**config.mk**
```make
export PLATFORM = sky130hd
export DESIGN_NAME = udp_status_sender_flat
export DESIGN_NICKNAME = d
export VERILOG_FILES = /design/src/rtl/udp_status_sender_if.sv /design/src/rtl/udp_status_sender.sv /design/src/flat_wrapper.sv
export SDC_FILE = /design/constraint.sdc
export NUM_CORES = 1
export LEC_CHECK = 0
export ABC_AREA = 1
export BUFFER_PORTS_ARGS = -buffer_cell sky130_fd_sc_hd__buf_2
export CAP_MARGIN = 10
export CORE_ASPECT_RATIO = 1.5
export CORE_MARGIN = 2
export CORE_UTILIZATION = 30
export CTS_CLUSTER_SIZE = 14
export DETAILED_ROUTE_END_ITERATION = 7
export GPL_TIMING_DRIVEN = 0
export HOLD_SLACK_MARGIN = 0.15
export PLACE_DENSITY_LB_ADDON = 0.1
export SETUP_SLACK_MARGIN = 0.5
export SYNTH_ARGS = -nofsm -noshare
export SYNTH_HDL_FRONTEND = slang
export SYNTH_SLANG_ARGS = --single-unit
```
**constraint.sdc**
```tcl
create_clock -name clock -period 4 [get_ports clock]
set_input_delay 0.2 -clock clock [delete_from_list [all_inputs] [get_ports clock]]
set_output_delay 0.2 -clock clock [all_outputs]
set_load 0.01 [all_outputs]
```
**src/rtl/udp_status_sender_if.sv**
```systemverilog
// Byte stream from the status sender into the liteeth UDP port sink.
// The sender is the master; liteeth_core is the slave and owns ready.
interface udp_status_sender_if;
  logic       valid;
  logic       last;
  logic       ready;
  logic [7:0] data;

  modport master (output valid, output last, output data, input ready);
  modport slave  (input valid, input last, input data, output ready);
endinterface

```
**src/rtl/udp_status_sender.sv**
```systemverilog
// udp_status_sender: queues acknowledge requests and serialises each one as a
// fixed 12-byte status payload onto the liteeth udp0_sink byte stream. Emits
// heartbeat packets (status 0xFF, seq 0x0000) after a run of idle cycles.
//
// Payload: 4C 43 01 status seq[15:8] seq[7:0] tx[31:24..7:0] drop[15:8..7:0]
module udp_status_sender #(
  parameter int FIFO_DEPTH       = 4,
  parameter int HEARTBEAT_CYCLES = 125000000
) (
  input  logic                clock,
  input  logic                reset,
  input  logic                ack_req,
  input  logic [15:0]         ack_seq,
  input  logic [7:0]          ack_status,
  udp_status_sender_if.master udp0_sink,
  output logic                busy
);

  localparam int              PTR_W       = $clog2(FIFO_DEPTH);
  localparam logic [PTR_W:0]  DEPTH_VAL   = FIFO_DEPTH[PTR_W:0];
  localparam bit              HB_EN       = (HEARTBEAT_CYCLES != 0);
  localparam int              HB_W        = (HEARTBEAT_CYCLES > 1) ? $clog2(HEARTBEAT_CYCLES) : 1;
  localparam int              HB_LAST_INT = (HEARTBEAT_CYCLES > 0) ? HEARTBEAT_CYCLES - 1 : 0;
  localparam logic [HB_W-1:0] HB_LAST     = HB_LAST_INT[HB_W-1:0];

  localparam logic [7:0] MAGIC_0   = 8'h4C;
  localparam logic [7:0] MAGIC_1   = 8'h43;
  localparam logic [7:0] VERSION   = 8'h01;
  localparam logic [7:0] HB_STATUS = 8'hFF;
  localparam logic [3:0] LAST_IDX  = 4'd11;

  typedef enum logic [1:0] {IDLE, LOAD, SEND} state_t;

  state_t           state;

  // Request queue: {seq, status} per entry
  logic [23:0]      fifo_mem [FIFO_DEPTH];
  logic [PTR_W-1:0] wr_ptr;
  logic [PTR_W-1:0] rd_ptr;
  logic [PTR_W:0]   fifo_count;
  logic             fifo_full;
  logic             fifo_empty;
  logic             push;
  logic             pop;

  // Running counters
  logic [15:0]      drop_count;
  logic [31:0]      tx_count;
  logic [HB_W-1:0]  hb_count;

  // Fields of the packet currently being sent
  logic [15:0]      pkt_seq;
  logic [7:0]       pkt_status;
  logic [31:0]      pkt_tx;
  logic [15:0]      pkt_drop;
  logic [3:0]       byte_idx;
  logic [3:0]       next_idx;
  logic [7:0]       next_byte;

  assign fifo_full  = (fifo_count == DEPTH_VAL);
  assign fifo_empty = (fifo_count == '0);
  // Fullness is judged before the edge, so a same-cycle pop never rescues a request.
  assign push       = ack_req & ~fifo_full;
  assign pop        = (state == LOAD) & ~fifo_empty;

  // Queue storage write port.
  // NOTE: storage has no reset; fifo_count gates every read, so stale entries are never used.
  always_ff @(posedge clock) begin
    if (push) begin
      fifo_mem[wr_ptr] <= {ack_seq, ack_status};
    end
  end

  // Payload byte that follows the one currently on the bus.
  // NOTE: next_byte gets a default before the case so no latch is inferred.
  always_comb begin
    next_idx  = byte_idx + 4'd1;
    next_byte = 8'h00;
    case (next_idx)
      4'd1:    next_byte = MAGIC_1;
      4'd2:    next_byte = VERSION;
      4'd3:    next_byte = pkt_status;
      4'd4:    next_byte = pkt_seq[15:8];
      4'd5:    next_byte = pkt_seq[7:0];
      4'd6:    next_byte = pkt_tx[31:24];
      4'd7:    next_byte = pkt_tx[23:16];
      4'd8:    next_byte = pkt_tx[15:8];
      4'd9:    next_byte = pkt_tx[7:0];
      4'd10:   next_byte = pkt_drop[15:8];
      4'd11:   next_byte = pkt_drop[7:0];
      default: next_byte = 8'h00;
    endcase
  end

  // Control FSM, queue pointers, counters and all registered outputs.
  // NOTE: non-blocking assignments throughout, so every decision uses pre-edge values.
  always_ff @(posedge clock) begin
    if (reset) begin
      state           <= IDLE;
      wr_ptr          <= '0;
      rd_ptr          <= '0;
      fifo_count      <= '0;
      drop_count      <= '0;
      tx_count        <= '0;
      hb_count        <= '0;
      pkt_seq         <= '0;
      pkt_status      <= '0;
      pkt_tx          <= '0;
      pkt_drop        <= '0;
      byte_idx        <= '0;
      udp0_sink.valid <= 1'b0;
      udp0_sink.last  <= 1'b0;
      udp0_sink.data  <= 8'h00;
      busy            <= 1'b0;
    end else begin
      if (push) begin
        wr_ptr <= wr_ptr + 1'b1;
      end
      if (pop) begin
        rd_ptr <= rd_ptr + 1'b1;
      end
      case ({push, pop})
        2'b10:   fifo_count <= fifo_count + 1'b1;
        2'b01:   fifo_count <= fifo_count - 1'b1;
        default: fifo_count <= fifo_count;
      endcase

      if (ack_req && fifo_full && (drop_count != 16'hFFFF)) begin
        drop_count <= drop_count + 16'd1;
      end

      unique case (state)
        IDLE: begin
          if (!fifo_empty) begin
            state    <= LOAD;
            hb_count <= '0;
            busy     <= 1'b1;
          end else if (HB_EN && (hb_count == HB_LAST)) begin
            state    <= LOAD;
            hb_count <= '0;
            busy     <= 1'b1;
          end else begin
            if (HB_EN) begin
              hb_count <= hb_count + 1'b1;
            end
            busy <= push;
          end
        end

        // Decide request vs heartbeat here: a request that landed during the
        // heartbeat expiry cycle is already queued and wins.
        LOAD: begin
          if (!fifo_empty) begin
            {pkt_seq, pkt_status} <= fifo_mem[rd_ptr];
          end else begin
            pkt_seq    <= 16'h0000;
            pkt_status <= HB_STATUS;
          end
          pkt_tx          <= tx_count;
          pkt_drop        <= drop_count;
          byte_idx        <= '0;
          udp0_sink.valid <= 1'b1;
          udp0_sink.data  <= MAGIC_0;
          udp0_sink.last  <= 1'b0;
          busy            <= 1'b1;
          state           <= SEND;
        end

        SEND: begin
          if (udp0_sink.ready) begin
            if (byte_idx == LAST_IDX) begin
              udp0_sink.valid <= 1'b0;
              udp0_sink.last  <= 1'b0;
              tx_count        <= tx_count + 32'd1;
              busy            <= ~fifo_empty | push;
              state           <= IDLE;
            end else begin
              byte_idx        <= next_idx;
              udp0_sink.data  <= next_byte;
              udp0_sink.last  <= (next_idx == LAST_IDX);
            end
          end
        end

        default: state <= IDLE;
      endcase
    end
  end

endmodule

```
**src/flat_wrapper.sv**
```systemverilog
// flat-port wrapper written by rule: the top's interface ports become plain ports
module udp_status_sender_flat 
#(
  parameter int FIFO_DEPTH       = 4,
  parameter int HEARTBEAT_CYCLES = 125000000
)
  (clock, reset, ack_req, ack_seq, ack_status, busy, udp0_sink_valid, udp0_sink_last, udp0_sink_data, udp0_sink_ready);
  udp_status_sender_if udp0_sink_i ();
  input  logic clock;
  input  logic reset;
  input  logic ack_req;
  input  logic [15:0] ack_seq;
  input  logic [7:0] ack_status;
  output logic busy;
  output wire logic [$bits(udp0_sink_i.valid)-1:0] udp0_sink_valid;
  output wire logic [$bits(udp0_sink_i.last)-1:0] udp0_sink_last;
  output wire logic [$bits(udp0_sink_i.data)-1:0] udp0_sink_data;
  input wire logic [$bits(udp0_sink_i.ready)-1:0] udp0_sink_ready;
  assign udp0_sink_valid = udp0_sink_i.valid;
  assign udp0_sink_last = udp0_sink_i.last;
  assign udp0_sink_data = udp0_sink_i.data;
  assign udp0_sink_i.ready = udp0_sink_ready;
  udp_status_sender #(.FIFO_DEPTH(FIFO_DEPTH), .HEARTBEAT_CYCLES(HEARTBEAT_CYCLES)) u_core (.clock(clock), .reset(reset), .ack_req(ack_req), .ack_seq(ack_seq), .ack_status(ack_status), .udp0_sink(udp0_sink_i), .busy(busy));
endmodule
```
==> results of run 1 <==
## cell type report
type / count / area (µm²) / area share
Timing Repair Buffer: 64 / 450.4 / 0.03116
Clock buffer: 37 / 828.3 / 0.05730
Sequential cell: 269 / 6346 / 0.4390
Multi-Input combinational cell: 1072 / 5238 / 0.3623
Buffer: 77 / 321.6 / 0.02224
Tap cell: 511 / 639.4 / 0.04423
Clock inverter: 17 / 133.9 / 0.009261
Inverter: 133 / 499.2 / 0.03453
## cells by family (layout without fill, tap and decap cells)
| kind of cell | after synthesis | after routing | synth area share |
|---|---|---|---|
| AOI/OAI and AO/OA | 317 | 317 | 0.1354 |
| xor gates and xnor gates | 27 | 27 | 0.01972 |
| adders and majority gates | 19 | 19 | 0.01982 |
| buffers and inverters | 210 | 328 | 0.06623 |
| DFF | 269 | 269 | 0.5129 |
| and+or+nand+nor | 709 | 709 | 0.2459 |
## synthesized netlist by cell type (18+ instances only)
| cell type | count | area, µm² |
|---|---|---|
| dfxtp_1 | 173 | 3463 |
| nor3_1 | 45 | 225.2 |
| edfxtp_1 | 96 | 2883 |
| ha_1 | 18 | 225.2 |
| o21ai_0 | 141 | 705.7 |
| xor2_1 | 24 | 210.2 |
| a21oi_1 | 136 | 680.7 |
| clkbuf_1 | 55 | 206.5 |
| nand3_1 | 68 | 340.3 |
| o22ai_1 | 18 | 112.6 |
| inv_1 | 131 | 491.7 |
| nand2_1 | 333 | 1250 |
| nand4_1 | 53 | 331.6 |
| nor2_1 | 183 | 686.9 |
## what timing repair did
| item | CTS | global route |
|---|---|---|
| resized for setup | 0 | 2 |
| hold buffers | 26 | 0 |
| endpoints found under the setup margin | 0 | 1 |
| hold endpoints to repair | 98 | 0 |
## through the flow
| step | hold WS, ps | power [µW] |
|---|---|---|
| detailed placement | 416.3 | 4896 |
| finish | 333.4 | 7532 |
| global route | 363.9 | 7945 |
| CTS | 304.4 | 7652 |
| floorplan | 298.9 | 4258 |
| global placement | 414.3 | 4892 |
## flip-flops by register name (all words and copies together), names as in the netlist, named ones only
name                    cells
u_core.drop_count          16
u_core.udp0_sink.valid      1
u_core.fifo_mem            96
u_core.udp0_sink.last       1
u_core.fifo_count           3
u_core.byte_idx             4
u_core.busy                 1
u_core.wr_ptr               2
u_core.pkt_status           8
u_core.rd_ptr               2
u_core.tx_count            32
u_core.udp0_sink.data       8
u_core.state                2
u_core.pkt_tx              32
u_core.hb_count            27
u_core.pkt_seq             16
u_core.pkt_drop            16
## per-layer routing
layer,global-route usage,part of all wire,vias to the layer above
met1,0.2045,0.39,4914
met5,0,0,-
met2,0.3705,0.54,181
li1,-,-,5424
met4,0.07766,0.039,0
met3,0.02255,0.034,68
## worst max path at each step
| stage | depth (start not counted) | slack, ps | from | endpoint |
|---|---|---|---|---|
| after floorplan | 14 | 1480 | u_core.state[1] | u_core.fifo_count[2] |
| after CTS | 14 | 580 | u_core.state[1] | u_core.fifo_count[2] |
| after global placement | 14 | 580 | u_core.state[1] | u_core.fifo_count[2] |
| after detailed placement | 14 | 590 | u_core.state[1] | u_core.fifo_count[2] |
| after global routing | 14 | 530 | u_core.state[1] | u_core.fifo_count[2] |
| final | 14 | 860 | u_core.state[1] | u_core.fifo_count[2] |
## critical path, delay by kind of cell (launching register included)
family	cells	cell delay [ps]
and+or+nand+nor	1	280
buffers and inverters	6	1220
AOI/OAI and AO/OA	4	460
DFF	1	340
adders and majority gates	3	740
## where the power goes
group | switching (µW) | leakage (µW) | internal [µW] | total, µW
Sequential | 229 | 0.00229 | 3180 | 3410
Combinational | 1020 | 0.00247 | 395 | 1420
Clock | 1170 | 0.000464 | 1530 | 2700
==> impl_metrics.toml, run 1 <==
[status]
outcome = "finished, final reports clean"

[sta]
fin_crit_sh = 0.7855
finalSetupViolCount = 0
hold_viol_final = 0
period_needed_ps = 3142
relSlewSlack = 0.3590
final.setup.tns_ps = 0
maxSlewViolCount = 0
layout_setup_ws_ps = 858.1
tightest_slew_ps = 961.6
fmax_mhz = 318.3
grt_setup_unrepaired = "false"
skew_ps = 9.838

[floorplan]
core_um2 = 40880
initial_core_util = 0.3027
ioPinCount = 39
die_y_um = 252.7
row_count = 91
die_w_um = 169.8
dieArea_um2 = 42920

[cells_and_area]
area_growth_pct = 16.84
num-fill-cells = 4334
layout_common_cells = "nand2_1, nor2_1, dfxtp_1"
layout-drive-gt1-share = 0.07729
final_util = 0.3537
finalNetCount = 1693
post-route-cell-area_um2 = 14460
fin_cells = 2180
diodes = 0
mostFrequentLayoutCell = "nand2_1"

[critical_path]
cp_slowest_cell = "fa_1"
crit_top_cell = "inv_1"
cp-end-kind = "register"
r2r_slack_ps = 860
cp_data_arrival_time_ps = 3600
r2r_cells = 14
cp_max_fo = 10
r2r-start = "u_core.state[1]"
startpoint_type = "register"
rr_endpoint = "u_core.fifo_count[2]"
crit_type = "register to register"
crit_path_max_incr_delay_ps = 380
critical_path.cell_chain = "inv_1 -> ha_1 -> buf_2 -> inv_1 -> nor2_1 -> clkbuf_2 -> buf_2 -> ha_1 -> inv_1 -> fa_1 -> a21oi_1 -> o21ai_0 -> o21ai_0 -> a21oi_1"
cp.required_ps = 4450

[placed_design]
place_area_um2 = 13230
dp_cells = 2100
dp_slack_ps = 587.5
place_congestion = 0.9199
io_buffer_count = 38
hpwl_um = 30480

[worst_hold_path]
holdCritPathClass = "input port to register"
hp-start = "reset"
min_to = "u_core.tx_count[17]"
holdPathStages = 3

[grt]
track_usage = 0.1901
overflow = 0
grt_max_degree = 25
grt_pass1_vias = 10662
grt_pass1_wl_um = 61790
antenna_found_initial = 0

[pwr]
power_density_nw_per_um2 = 521.0
ir_drop_v = 0.0003089
power.leakage_uw = 0.005222

[clock_network]
htree_levels = 1
clock_path_buffers = 3
clk_pin_slew_ps = 60
cts_root_buffer = "clkbuf_16"
clkLatencyLatePin_ps = 570
numClockSinks = 269
numCtsBuffers = 29
cts_tree = "yes"
cts_setup_buffers = 0

[route]
totalWireLength_um = 40560
drcViolationCount = 0
dr_total_vias = 10587
drt-initial-drc-count = 608
firstDrtPassIters = 5
routedWlPerCell_um = 18.61
viasPerCell = 4.856
postRouteAntennaNets = 0

[synth]
ys_ff_latch = 269
avgSynthCellArea_um2 = 7.978
yosysUniqueCellTypes = 38
async_flop_share = 0
synthesis.area_um2 = 12370
synth_edf_count = 96
synth_warnings = 0
syn_inst = 1551
synth-seq-area-share = 0.5129
syn_nets = 1598
ys.flop_type = "dfxtp_1"

[run]
maxCapViolCount = 0
Note: power is estimated with default switching activity, not from simulation.
==> inputs of run 2 (changes only) <==
==> constraint.sdc (replaced) <==
create_clock -name clock -period 2.58 [get_ports clock]
set_input_delay 0.129 -clock clock [delete_from_list [all_inputs] [get_ports clock]]
set_output_delay 0.129 -clock clock [all_outputs]
set_load 0.01 [all_outputs]
==> run 2 against run 1 <==
First-iteration DRC count decreased by 1.6%. Cell area increased by 2.6%. Global-route usage increased by 0.28 points. Critical path depth unchanged. Critical path type unchanged. Non-clock buffer count increased by 19. Hold slack got worse by 90 ps. Total power increased by 59%. Largest power group unchanged. Routed wire length increased by 0.94%. Highest routed layer unchanged. Largest cell class unchanged. Sequential cell count unchanged. Via count increased by 1.8%.
==> impl_metrics.toml, run 2 (synthesis results as in run 1) <==
[floorplan]
die_w_um = 169.8
core_um2 = 40880
die_y_um = 252.7
ioPinCount = 39
row_count = 91
dieArea_um2 = 42920
initial_core_util = 0.3027

[cells_and_area]
diodes = 0
num-fill-cells = 4305
area_growth_pct = 19.91
largest_reg_flops = 96
finalNetCount = 1712
layout_common_cells = "nand2_1, nor2_1, dfxtp_1"
reg_top3 = "u_core.fifo_mem (96), u_core.pkt_tx (32), u_core.tx_count (32)"
layout-drive-gt1-share = 0.1126
mostFrequentLayoutCell = "nand2_1"
post-route-cell-area_um2 = 14840
regMostFlops = "u_core.fifo_mem"

[clock_network]
clk_pin_slew_ps = 60
cts_root_buffer = "clkbuf_16"
numCtsBuffers = 29
clkLatencyLatePin_ps = 570
numClockSinks = 269
htree_levels = 1
cts_tree = "yes"
clock_path_buffers = 3

[pwr]
power_density_nw_per_um2 = 806.8
power.total_uw = 11970
power.leakage_uw = 0.005384
ir_drop_v = 0.0004602

[grt]
grt_max_degree = 25
track_usage = 0.1929
overflow = 0
antenna_found_initial = 0
grt_pass1_vias = 10799
grt_pass1_wl_um = 63130

[placed_design]
place_congestion = 0.9430
place_area_um2 = 13270
hpwl_um = 30320
dp_slack_ps = -72.29
io_buffer_count = 38

[route]
totalWireLength_um = 40940
viasPerCell = 4.904
drcViolationCount = 0
dr_total_vias = 10780
drt-initial-drc-count = 598
postRouteAntennaNets = 0
routedWlPerCell_um = 18.63
firstDrtPassIters = 5

[sta]
period_needed_ps = 2045
layout_setup_ws_ps = 535.3
finalSetupViolCount = 0
maxSlewViolCount = 0
tightest_slew_ps = 955.8
hold_viol_final = 0
fmax_mhz = 489.1
skew_ps = 13.64
relSlewSlack = 0.3628
grt_setup_unrepaired = "true"
fin_crit_sh = 0.7925
holdWs_ps = 243.5

[critical_path]
startpoint_type = "register"
cp.required_ps = 3030
r2r_slack_ps = 540
cp_data_arrival_time_ps = 2490
cp_max_fo = 3
crit_type = "register to register"
r2r_cells = 14
rr_endpoint = "u_core.fifo_count[2]"
cp-end-kind = "register"
r2r-start = "u_core.state[1]"

[worst_hold_path]
min_to = "u_core.pkt_tx[19]"
hp-start = "reset"
holdPathStages = 5
holdCritPathClass = "input port to register"

[run]
maxCapViolCount = 0

[status]
outcome = "finished, final reports clean"
-- run 2: changes by cell type in the layout (fill, tap and decap cells not counted), sizes merged --
cell / delta
clkinv: +3
bufinv: +2
clkbuf: +5
clkinvlp: -6
inv: -2
buf: +16
-- run 2: power by group --
group | internal (µW) | total (µW) | leakage (µW) | switching (µW)
clock | 2460 | 4220 | 0.000468 | 1760
sequential | 4940 | 5290 | 0.00229 | 354
combinational | 778 | 2460 | 0.00263 | 1680
total | 8180 | 12000 | 0.00538 | 3790
-- run 2: what timing repair did --
action / 4_1_cts / 5_1_grt
setup buffers: 12 / 7
cloned: 0 / 0
hold endpoints to repair: 99 / 0
gates resized for setup: 33 / 47
endpoints found under the setup margin: 69 / 161
pin swaps: 7 / 6
hold buffers: 26 / 0
-- run 2: worst max-delay path: stages, from the launching register on --
cell and delay (ps):
dfxtp_2 330, inv_2 80, ha_4 140, buf_8 100
inv_8 30, nor2_4 130, buf_8 120, buf_8 90
ha_4 130, inv_4 30, fa_2 350, a21oi_2 160
o21ai_2 70, o21ai_1 110, a21oi_1 50
-- run 2: metal layers --
| metal | up-vias | part of all wire | global-route usage |
|---|---|---|---|
| met1 | 5065 | 0.39 | 0.2053 |
| met2 | 175 | 0.54 | 0.3792 |
| li1 | 5465 | - | - |
| met4 | 0 | 0.041 | 0.07912 |
| met5 | - | 0 | 0 |
| met3 | 75 | 0.028 | 0.02177 |
-- run 2: stage by stage --
stage | utilization | instances | setup TNS [ps]
2_1_floorplan | - | 1551 | 0
4_1_cts | 0.3591 | 2191 | 0
3_3_place_gp | 0.3240 | 2100 | -54280
3_5_place_dp | 0.3247 | 2100 | -82.48
5_1_grt | 0.3630 | 2198 | 0
6_report | 0.3630 | 2198 | 0
-- run 2: layout make-up --
| class | count | area [µm²] | area share |
|---|---|---|---|
| Multi-Input combinational cell | 1072 | 5401 | 0.3641 |
| Tap cell | 511 | 639.4 | 0.04309 |
| Sequential cell | 269 | 6357 | 0.4285 |
| Clock inverter | 14 | 157.7 | 0.01063 |
| Clock buffer | 39 | 794.5 | 0.05355 |
| Buffer | 77 | 384.1 | 0.02589 |
| Timing Repair Buffer | 83 | 593.1 | 0.03997 |
| Inverter | 133 | 509.2 | 0.03432 |
-- run 2: worst max-delay path by stage --
stage                              start                  endpoint  slack (ps)
detailed placement    u_core.byte_idx[0]  u_core.udp0_sink.data[6]         -70
finish                   u_core.state[1]      u_core.fifo_count[2]         540
CTS                      u_core.state[1]      u_core.fifo_count[1]         450
floorplan                u_core.state[1]      u_core.fifo_count[2]         510
global route             u_core.state[0]       u_core.tx_count[16]         380
global placement    u_core.fifo_count[1]     u_core.fifo_mem[3][8]        -610
